## src/rtl/pong_pkg.sv

```systemverilog
// Shared constants for the pong display path: glyph geometry, coordinate
// widths, scheduler FSM encoding and the 4x9 digit font.
package pong_pkg;

  localparam int unsigned GLYPH_W    = 4;
  localparam int unsigned GLYPH_H    = 9;
  localparam int unsigned COORD_X_W  = 11;
  localparam int unsigned COORD_Y_W  = 10;
  localparam int unsigned DIGIT_W    = 4;
  localparam int unsigned NUM_DIGITS = 10;
  localparam int unsigned CALC_W     = 14;
  localparam int unsigned GCOORD_W   = 4;

  typedef enum logic [1:0] {
    ST_IDLE = 2'd0,
    ST_SCAN = 2'd1,
    ST_DONE = 2'd2
  } sched_state_e;

  // One glyph column, bit r = row r (row 0 at the top)
  typedef logic [GLYPH_H-1:0] glyph_col_t;
  // Whole glyph, index = column
  typedef glyph_col_t [GLYPH_W-1:0] glyph_t;

  // Digit font, each entry written as {col3, col2, col1, col0}
  localparam glyph_t DIGIT_FONT [NUM_DIGITS] = '{
    {9'h1FF, 9'h101, 9'h101, 9'h1FF},  // 0
    {9'h1FF, 9'h000, 9'h000, 9'h000},  // 1
    {9'h11F, 9'h111, 9'h111, 9'h1F1},  // 2
    {9'h1FF, 9'h111, 9'h111, 9'h111},  // 3
    {9'h1FF, 9'h010, 9'h010, 9'h01F},  // 4
    {9'h1F1, 9'h111, 9'h111, 9'h11F},  // 5
    {9'h1F1, 9'h111, 9'h111, 9'h1FF},  // 6
    {9'h1FF, 9'h001, 9'h001, 9'h001},  // 7
    {9'h1FF, 9'h111, 9'h111, 9'h1FF},  // 8
    {9'h1FF, 9'h111, 9'h111, 9'h11F}   // 9
  };

endpackage

```

## src/rtl/glyph_hit_scheduler_glyph_rom.sv

```systemverilog
// Combinational digit font lookup: (digit, column, row) -> pixel bit.
// Out-of-range digits, columns or rows read as blank.
module glyph_rom
  import pong_pkg::*;
(
  input  logic [DIGIT_W-1:0]  i_digit,
  input  logic [GCOORD_W-1:0] i_col,
  input  logic [GCOORD_W-1:0] i_row,
  output logic                o_pixel_c
);

  glyph_t w_glyph;

  // Select the glyph and pick one bit, blank when outside the font
  always_comb begin
    w_glyph   = '0;
    o_pixel_c = 1'b0;
    if (i_digit < DIGIT_W'(NUM_DIGITS)) begin
      w_glyph = DIGIT_FONT[i_digit];
    end
    if ((i_col < GCOORD_W'(GLYPH_W)) && (i_row < GCOORD_W'(GLYPH_H))) begin
      o_pixel_c = w_glyph[i_col[1:0]][i_row];
    end
  end

endmodule

```

## src/rtl/glyph_hit_scheduler.sv

```systemverilog
// Time-shares one glyph hit-test datapath across NUM_OBJ digit objects.
// Optional build macro: GLYPH_HIT_EARLY_EXIT_EN (end the scan on first hit).
module glyph_hit_scheduler
  import pong_pkg::*;
#(
  parameter int unsigned NUM_OBJ = 4,
  parameter int unsigned SCALE_W = 3,
  parameter int unsigned IDX_W   = 2
) (
  input  logic                          clk,
  input  logic                          reset,
  input  logic                          poll_valid,
  output logic                          poll_ready,
  input  logic [COORD_X_W-1:0]          poll_x,
  input  logic [COORD_Y_W-1:0]          poll_y,
  input  logic [NUM_OBJ*COORD_X_W-1:0]  obj_x,
  input  logic [NUM_OBJ*COORD_Y_W-1:0]  obj_y,
  input  logic [NUM_OBJ*SCALE_W-1:0]    obj_scale,
  input  logic [NUM_OBJ*DIGIT_W-1:0]    obj_digit,
  input  logic [NUM_OBJ-1:0]            obj_en,
  output logic                          result_valid,
  output logic                          hit,
  output logic [IDX_W-1:0]              hit_index
);

  sched_state_e         r_state;
  logic [IDX_W-1:0]     r_idx;
  logic [COORD_X_W-1:0] r_px;
  logic [COORD_Y_W-1:0] r_py;
  logic                 r_hit_flag;
  logic [IDX_W-1:0]     r_hit_idx;
  logic                 r_poll_ready;
  logic                 r_result_valid;
  logic                 r_hit;
  logic [IDX_W-1:0]     r_hit_index;

  logic [COORD_X_W-1:0] w_ox;
  logic [COORD_Y_W-1:0] w_oy;
  logic [SCALE_W-1:0]   w_scale;
  logic [DIGIT_W-1:0]   w_digit;
  logic                 w_en;
  logic [CALC_W-1:0]    w_obj_w;
  logic [CALC_W-1:0]    w_obj_h;
  logic [CALC_W-1:0]    w_dx;
  logic [CALC_W-1:0]    w_dy;
  logic                 w_inside;
  logic [GCOORD_W-1:0]  w_col;
  logic [GCOORD_W-1:0]  w_row;
  logic                 w_pix;
  logic                 w_obj_hit;
  logic                 w_first_hit;
  logic                 w_last;
  logic                 w_scan_end;
  logic                 w_final_hit;
  logic [IDX_W-1:0]     w_final_idx;

  // Mux the fields of the object currently under evaluation
  always_comb begin
    w_ox    = '0;
    w_oy    = '0;
    w_scale = '0;
    w_digit = '0;
    w_en    = 1'b0;
    for (int k = 0; k < NUM_OBJ; k++) begin
      if (r_idx == IDX_W'(k)) begin
        w_ox    = obj_x[k*COORD_X_W +: COORD_X_W];
        w_oy    = obj_y[k*COORD_Y_W +: COORD_Y_W];
        w_scale = obj_scale[k*SCALE_W +: SCALE_W];
        w_digit = obj_digit[k*DIGIT_W +: DIGIT_W];
        w_en    = obj_en[k];
      end
    end
  end

  // Scaled bounding box and glyph-space coordinates, all in CALC_W bits
  assign w_obj_w  = CALC_W'(GLYPH_W) << w_scale;
  assign w_obj_h  = CALC_W'(GLYPH_H) << w_scale;
  assign w_dx     = CALC_W'(r_px) - CALC_W'(w_ox);
  assign w_dy     = CALC_W'(r_py) - CALC_W'(w_oy);
  assign w_inside = (r_px >= w_ox) && (CALC_W'(r_px) < (CALC_W'(w_ox) + w_obj_w)) &&
                    (r_py >= w_oy) && (CALC_W'(r_py) < (CALC_W'(w_oy) + w_obj_h));
  assign w_col    = GCOORD_W'(w_dx >> w_scale);
  assign w_row    = GCOORD_W'(w_dy >> w_scale);

  glyph_rom u_rom (
    .i_digit   (w_digit),
    .i_col     (w_col),
    .i_row     (w_row),
    .o_pixel_c (w_pix)
  );

  assign w_obj_hit   = w_inside & w_en & w_pix;
  assign w_first_hit = w_obj_hit & ~r_hit_flag;
  assign w_last      = (r_idx == IDX_W'(NUM_OBJ - 1));
  assign w_final_hit = r_hit_flag | w_obj_hit;
  assign w_final_idx = w_first_hit ? r_idx : r_hit_idx;
`ifdef GLYPH_HIT_EARLY_EXIT_EN
  assign w_scan_end  = w_last | w_obj_hit;
`else
  assign w_scan_end  = w_last;
`endif

  // Scheduler FSM: accept poll, scan objects one per cycle, publish result
  always_ff @(posedge clk or negedge reset) begin
    if (!reset) begin
      r_state        <= ST_IDLE;
      r_idx          <= '0;
      r_px           <= '0;
      r_py           <= '0;
      r_hit_flag     <= 1'b0;
      r_hit_idx      <= '0;
      r_poll_ready   <= 1'b1;
      r_result_valid <= 1'b0;
      r_hit          <= 1'b0;
      r_hit_index    <= '0;
    end else begin
      r_result_valid <= 1'b0;
      case (r_state)
        ST_IDLE: begin
          if (poll_valid && r_poll_ready) begin
            r_px         <= poll_x;
            r_py         <= poll_y;
            r_hit_flag   <= 1'b0;
            r_hit_idx    <= '0;
            r_idx        <= '0;
            r_poll_ready <= 1'b0;
            r_state      <= ST_SCAN;
          end
        end
        ST_SCAN: begin
          r_hit_flag <= w_final_hit;
          r_hit_idx  <= w_final_idx;
          if (w_scan_end) begin
            r_state        <= ST_DONE;
            r_result_valid <= 1'b1;
            r_hit          <= w_final_hit;
            r_hit_index    <= w_final_idx;
            r_idx          <= '0;
          end else begin
            r_idx <= r_idx + IDX_W'(1);
          end
        end
        ST_DONE: begin
          r_state      <= ST_IDLE;
          r_poll_ready <= 1'b1;
        end
        default: begin
          r_state      <= ST_IDLE;
          r_poll_ready <= 1'b1;
        end
      endcase
    end
  end

  assign poll_ready   = r_poll_ready;
  assign result_valid = r_result_valid;
  assign hit          = r_hit;
  assign hit_index    = r_hit_index;

endmodule

```

## config.mk

```make
export PLATFORM = sky130hd
export DESIGN_NAME = glyph_hit_scheduler
export DESIGN_NICKNAME = d
export VERILOG_FILES = /design/src/rtl/pong_pkg.sv /design/src/rtl/glyph_hit_scheduler_glyph_rom.sv /design/src/rtl/glyph_hit_scheduler.sv
export SDC_FILE = /design/constraint.sdc
export NUM_CORES = 1
export LEC_CHECK = 0
export BUFFER_PORTS_ARGS = -buffer_cell sky130_fd_sc_hd__buf_2
export CAP_MARGIN = 5
export CORE_ASPECT_RATIO = 0.5
export CORE_MARGIN = 1
export CORE_UTILIZATION = 40
export DETAILED_ROUTE_END_ITERATION = 7
export PLACE_DENSITY = 0.74
export RECOVER_POWER = 25
export SYNTH_ARGS = -nofsm -noshare
export SYNTH_HDL_FRONTEND = slang
export SYNTH_SLANG_ARGS = --single-unit
```

## constraint.sdc

```tcl
create_clock -name clk -period 8.17 [get_ports clk]
set_clock_uncertainty 0.15 [all_clocks]
set_input_delay 0.817 -clock clk [delete_from_list [all_inputs] [get_ports clk]]
set_output_delay 0.817 -clock clk [all_outputs]
set_load 0.05 [all_outputs]
```

Word level (Yosys, flattened, before mapping)
Memories as Yosys holds them, arrays and structs flattened.
Index checks and enable logic that the tools add are counted.

cells by class
  multiply operators = 0
  shift operators = 4
  bitwise logic cells = 7
  $add $sub $neg = 5
  div/mod/pow operators = 0
  multiplexer cells = 41
  reductions and logical operators = 13
  equality and inequality tests = 6
  order comparisons = 10

operator list
  kind                                                                count
  36-bit two-way mux                                                  3
  11-bit two-way mux                                                  4
  10-bit two-way mux                                                  4
  14-bit by 3-bit >> shifter with 4-bit output                        2
  9-bit binary-select mux with 2-bit select                           1
  4-bit two-way mux                                                   4
  10-bit by 14-bit adder with 14-bit output                           1
  11-bit by 14-bit adder with 14-bit output                           1
  10-bit by 14-bit less-than comparator with 1-bit output             1
  11-bit by 14-bit less-than comparator with 1-bit output             1
  3-bit by 3-bit << shifter with 14-bit output, first input constant  1
  4-bit by 3-bit << shifter with 14-bit output, first input constant  1
  3-bit two-way mux                                                   4
  2-bit case mux with 2 select lines                                  3
  11-bit by 11-bit subtractor with 12-bit output                      1
  11-bit greater-or-equal comparator                                  1
  10-bit by 10-bit subtractor with 11-bit output                      1
  10-bit greater-or-equal comparator                                  1
  2-bit two-way mux                                                   5
  2-bit AND reduction                                                 5
  1-bit two-way mux                                                   9
  9-bit two-way mux                                                   1
  4-bit less-than comparator, second input constant                   2
  5-bit greater-or-equal comparator, second input constant            1
  16 further kinds                                                    28

word-level totals
  register bits after elaboration = 33
  output and inout bits = 5
  bits of input ports = 140
  memories kept = 1
  RAM bits = 0
  latch bits = 0
  memory bits (read-only) = 576

memories
  memory           words  bits a word  read ports  clocked after memory_dff  write ports  line                                 text
  (no name shown)  16     36           1           0                         0            glyph_hit_scheduler_glyph_rom.sv:19  w_glyph = DIGIT_FONT[i_digit];

Depth between registers and ports, before layout
  depth after elaboration = 19
  depth in mapped cells = 31
  depth with buffers taken out = 28

Hierarchy
A second synthesis with hierarchy kept.

second synthesis, totals
  cell total of the unflattened synthesis = 729
  area total of the unflattened synthesis = 5338.9 sq um

by module, submodules not included
  module               area each (sq um)  times used  cells each
  glyph_hit_scheduler  5046.1             1           687
  glyph_rom            292.8              1           42

Worst setup path after synthesis
No wires, ideal clock.

  path kind = flip-flop to flip-flop
  start = register r_idx[1]
  end = register r_hit_idx[1]
  buffers on the path = 4
  data arrival time = 5.306 ns
  path slack = 2.590 ns
  period minus slack after synthesis = 5.580 ns
  required time = 7.896 ns
  library setup time = 0.124 ns
  stages on the path, launching flop included = 32
  cells stage by stage = dfrtp_1 -> inv_1 -> ha_1 -> buf_4 -> clkbuf_1 -> clkbuf_1 -> buf_1 -> nor2_1 -> a21oi_1 -> nor2_1 -> a21oi_1 -> nor2_1 -> a21oi_1 -> inv_1 -> ha_1 -> ha_1 -> a22o_1 -> a21oi_1 -> o21bai_1 -> a21oi_1 -> o21bai_1 -> a21oi_1 -> xnor2_1 -> ha_1 -> a21oi_1 -> o21ai_0 -> o22ai_1 -> a21oi_1 -> nor4b_1 -> o311a_2 -> a21oi_1 -> a211o_1

on the way
  longest elaborated chain between the ends = 19
  elaborated cells between the ends (all ways) = 58

RTL lines
  what                                                                                                line                        text
  from (decl)                                                                                         glyph_hit_scheduler.sv:27   logic [IDX_W-1:0] r_idx;
  from (signal assigned)                                                                              glyph_hit_scheduler.sv:140  r_idx <= r_idx + IDX_W'(1);
  parallel branches: the longest is 17 deep, another holds 11-bit by 14-bit adder with 14-bit output  n/a
  2-bit two-way mux (*)                                                                               glyph_hit_scheduler.sv:96   assign w_final_idx = w_first_hit ? r_idx : r_hit_idx;
  2-bit case mux with 2 select lines (*)                                                              glyph_hit_scheduler.sv:118  case (r_state)
  to (signal assigned)                                                                                glyph_hit_scheduler.sv:132  r_hit_idx <= w_final_idx;
  to (decl)                                                                                           glyph_hit_scheduler.sv:31   logic [IDX_W-1:0] r_hit_idx;

Every way passes the cells marked *. The select of a mux whose other input is x is not followed.
A chain may end at the register's enable or synchronous reset.

Worst setup path in the final report
Ends and elaborated chain as after synthesis.

==> impl_metrics.tcl <==
set metrics [dict create \
    place_congestion 0.945 \
    root_buffer "clkbuf_16" \
    synth_top_area_cell "ha_1" \
    num_rows 29 \
    wire_per_inst_um 17.5 \
    ys_top_cells_by_count "a21oi_1, nor2_1, nand2_1" \
    timing.final.hold_violations 0 \
    avgViaCountPerCell 5.95 \
    drive_gt1_share_pct 23.3 \
    arrival_ns 7.02 \
    io_pins 145 \
    cp-start-kind "flip-flop" \
    worstMarginPinSlew_ns 2.10 \
    holdBufCountCts 0 \
    min_path_type "flip-flop to flip-flop" \
    clock.fmax_mhz 143 \
    cts_resized 0 \
    worstSetupStartpoint "r_idx[1]" \
    violations "capacitance limit, slew limit" \
    grtUsageTotal_pct 25.7 \
    drtIter0Drc 434 \
    synth_edf_count 0 \
    core_area_um2 12900 \
    h-tree-depth 2 \
    first_pass_iters 6 \
    fillers 1295 \
    ys_seq_area_share_pct 15.3 \
    diodes 0 \
    overflow 0 \
    synth_top_area_share_pct 15.0 \
    final_max_slew_viol_count 34 \
    die_w_um 166 \
    cts.clk_slew.worst_paths_ns 0.06 \
    cts_tree "yes" \
    layout_min_cycle_time_ns 7.00 \
    start_util_pct 41.8 \
    post-route-period-util_pct 85.6 \
    worst-setup-path-type "flip-flop to flip-flop" \
    syn_avg_cell_area_um2 7.41 \
    die_h_um 84.2 \
    grt_pass1_wl_um 29000 \
    syn_area_um2 5400 \
    fin_tns_setup_ns 0 \
    numCtsBuffers 5 \
    clk_latency_ns 0.28 \
    numPortBuffers 144 \
    wl_um 18000 \
    drtAntennaViolNets 0 \
    grt_max_degree 55 \
    regArea_um2 827 \
    ys_warn_count 0 \
    area_delta_synth_final_pct 18.5 \
    status "complete, but fails checks" \
    drc 0 \
    cts.sinks 33 \
    r2r_slack_ns 1.17 \
    post_cts_buffers 0 \
    yosysMostFrequentCell "a21oi_1" \
    die-area_um2 14000 \
    r2r-start "r_idx[1]" \
    finalNetCount 1063 \
    synth-seq-cells 33 \
    endpoint_kind "flip-flop" \
    crit_slowest_cell "nor4b_1" \
    worstHoldStart "poll_ready" \
    antenna_found_initial 0 \
    rsz0062_at_grt "false" \
    cap_viol_max_count 1 \
    multi_input_area_um2 4300 \
    yosys-top-cells-area "ha_1, dfrtp_1, a21oi_1, nor2_1, nand2_1" \
    crit_fanout 15 \
    via_count 6106 \
    synth_flop_cell "dfrtp_1" \
    synthDistinctLibCells 74 \
    grt_pass1_vias 5622 \
    synth_nets 936 \
    slew_headroom_pct -39.7 \
    synthCells 729 \
    crit_required_ns 8.19 \
    dpl.hpwl_um 14600 \
    cts_max_path_buffers 2 \
    cpPeakStageDelay_ns 0.82 \
    setup_viol 0 \
    synth-async-reset-ratio_pct 100 \
]
-- stage by stage --
step	area, um^2	hold WS [ns]	util (%)	instances	setup slack (ns)
floorplan	5400	0.325	-	729	2.59
global placement	6270	0.330	48.5	1019	1.39
detailed placement	6270	0.345	48.5	1019	1.35
CTS	6400	0.355	49.6	1027	1.33
global route	6400	0.372	49.6	1027	0.748
finish	6400	0.350	49.6	1027	1.17
-- layer usage --
| metal | track usage, % | wire [um] |
|---|---|---|
| met2 | 40.4 | 7750 |
| met5 | 0 | 0 |
| met1 | 37.3 | 8490 |
| met3 | 4.05 | 1440 |
| met4 | 5.13 | 275 |
-- worst paths after layout --
path,to,depth (start not counted)
min in group asynchronous,r_px[2],1
hold / removal,poll_ready,2
setup reg to reg,r_hit_idx[1],28
hold reg to reg,poll_ready,2
setup / recovery,r_hit_idx[1],28
max in group asynchronous,r_idx[0],1
-- layout by cell type, fill, tap and decap left out, types with 5 or more instances in the layout --
cell type  Yosys  layout
clkbuf_16      0       5
o22ai_1        7       7
ha_1          65      64
mux2_2        20      20
buf_2          3     143
xor2_1        11      11
nand3_1       16      16
a21o_1        20      20
a211o_1        5       5
a211oi_1       9       9
dfrtp_1       32      32
nor2b_1       12      12
o31ai_1        8       8
nand2b_1      10      10
a31oi_1        9       9
nor3_1        12      11
xnor2_1       18      18
a22o_1         5       5
o211ai_1       6       6
nor2_1        75      75
and3_1         9       9
a21oi_1       85      85
buf_4          1       9
or2_2          7       7
nand2_1       67      67
inv_1         37      37
o21ai_0       48      48
a221o_1       11      11
-- flip-flops by register name (all words and copies together) (netlist names) --
register      flops
r_py             10
hit_index         2
r_idx             2
result_valid      1
r_state           2
r_hit_idx         2
poll_ready        1
r_px             11
hit               1
r_hit_flag        1
-- cell families after synthesis --
group           count (synthesis)  synth area share (%)
xor+xnor                       29                  4.70
buf+inv                        71                  5.35
compound gates                275                  34.2
simple gates                  234                  20.5
flops                          33                  15.3
mux                            20                  4.17
fa+ha+maj                      67                  15.8
-- worst max-delay path, delay by kind of cell, from the launching register on --
kind / cells / cell delay [ns]
XOR/XNOR: 1 / 0.15
adder cells (fa/ha/maj): 4 / 1.33
AO/OA/AOI/OAI: 16 / 2.79
AND/OR/NAND/NOR: 5 / 1.61
flip-flops: 1 / 0.42
buffers and inverters: 2 / 0.42
-- cell type report --
| class | instances | area share [%] |
|---|---|---|
| clock inverter | 1 | 0.0782 |
| timing repair buffer | 153 | 12.3 |
| sequential | 33 | 12.9 |
| tap | 170 | 3.32 |
| clock buffer | 7 | 2.07 |
| inverter | 38 | 2.23 |
| multi-input combinational | 625 | 67.1 |
Power is not shown: default switching activity piles up to over one toggle a cycle in this logic, so the estimate is an artifact.
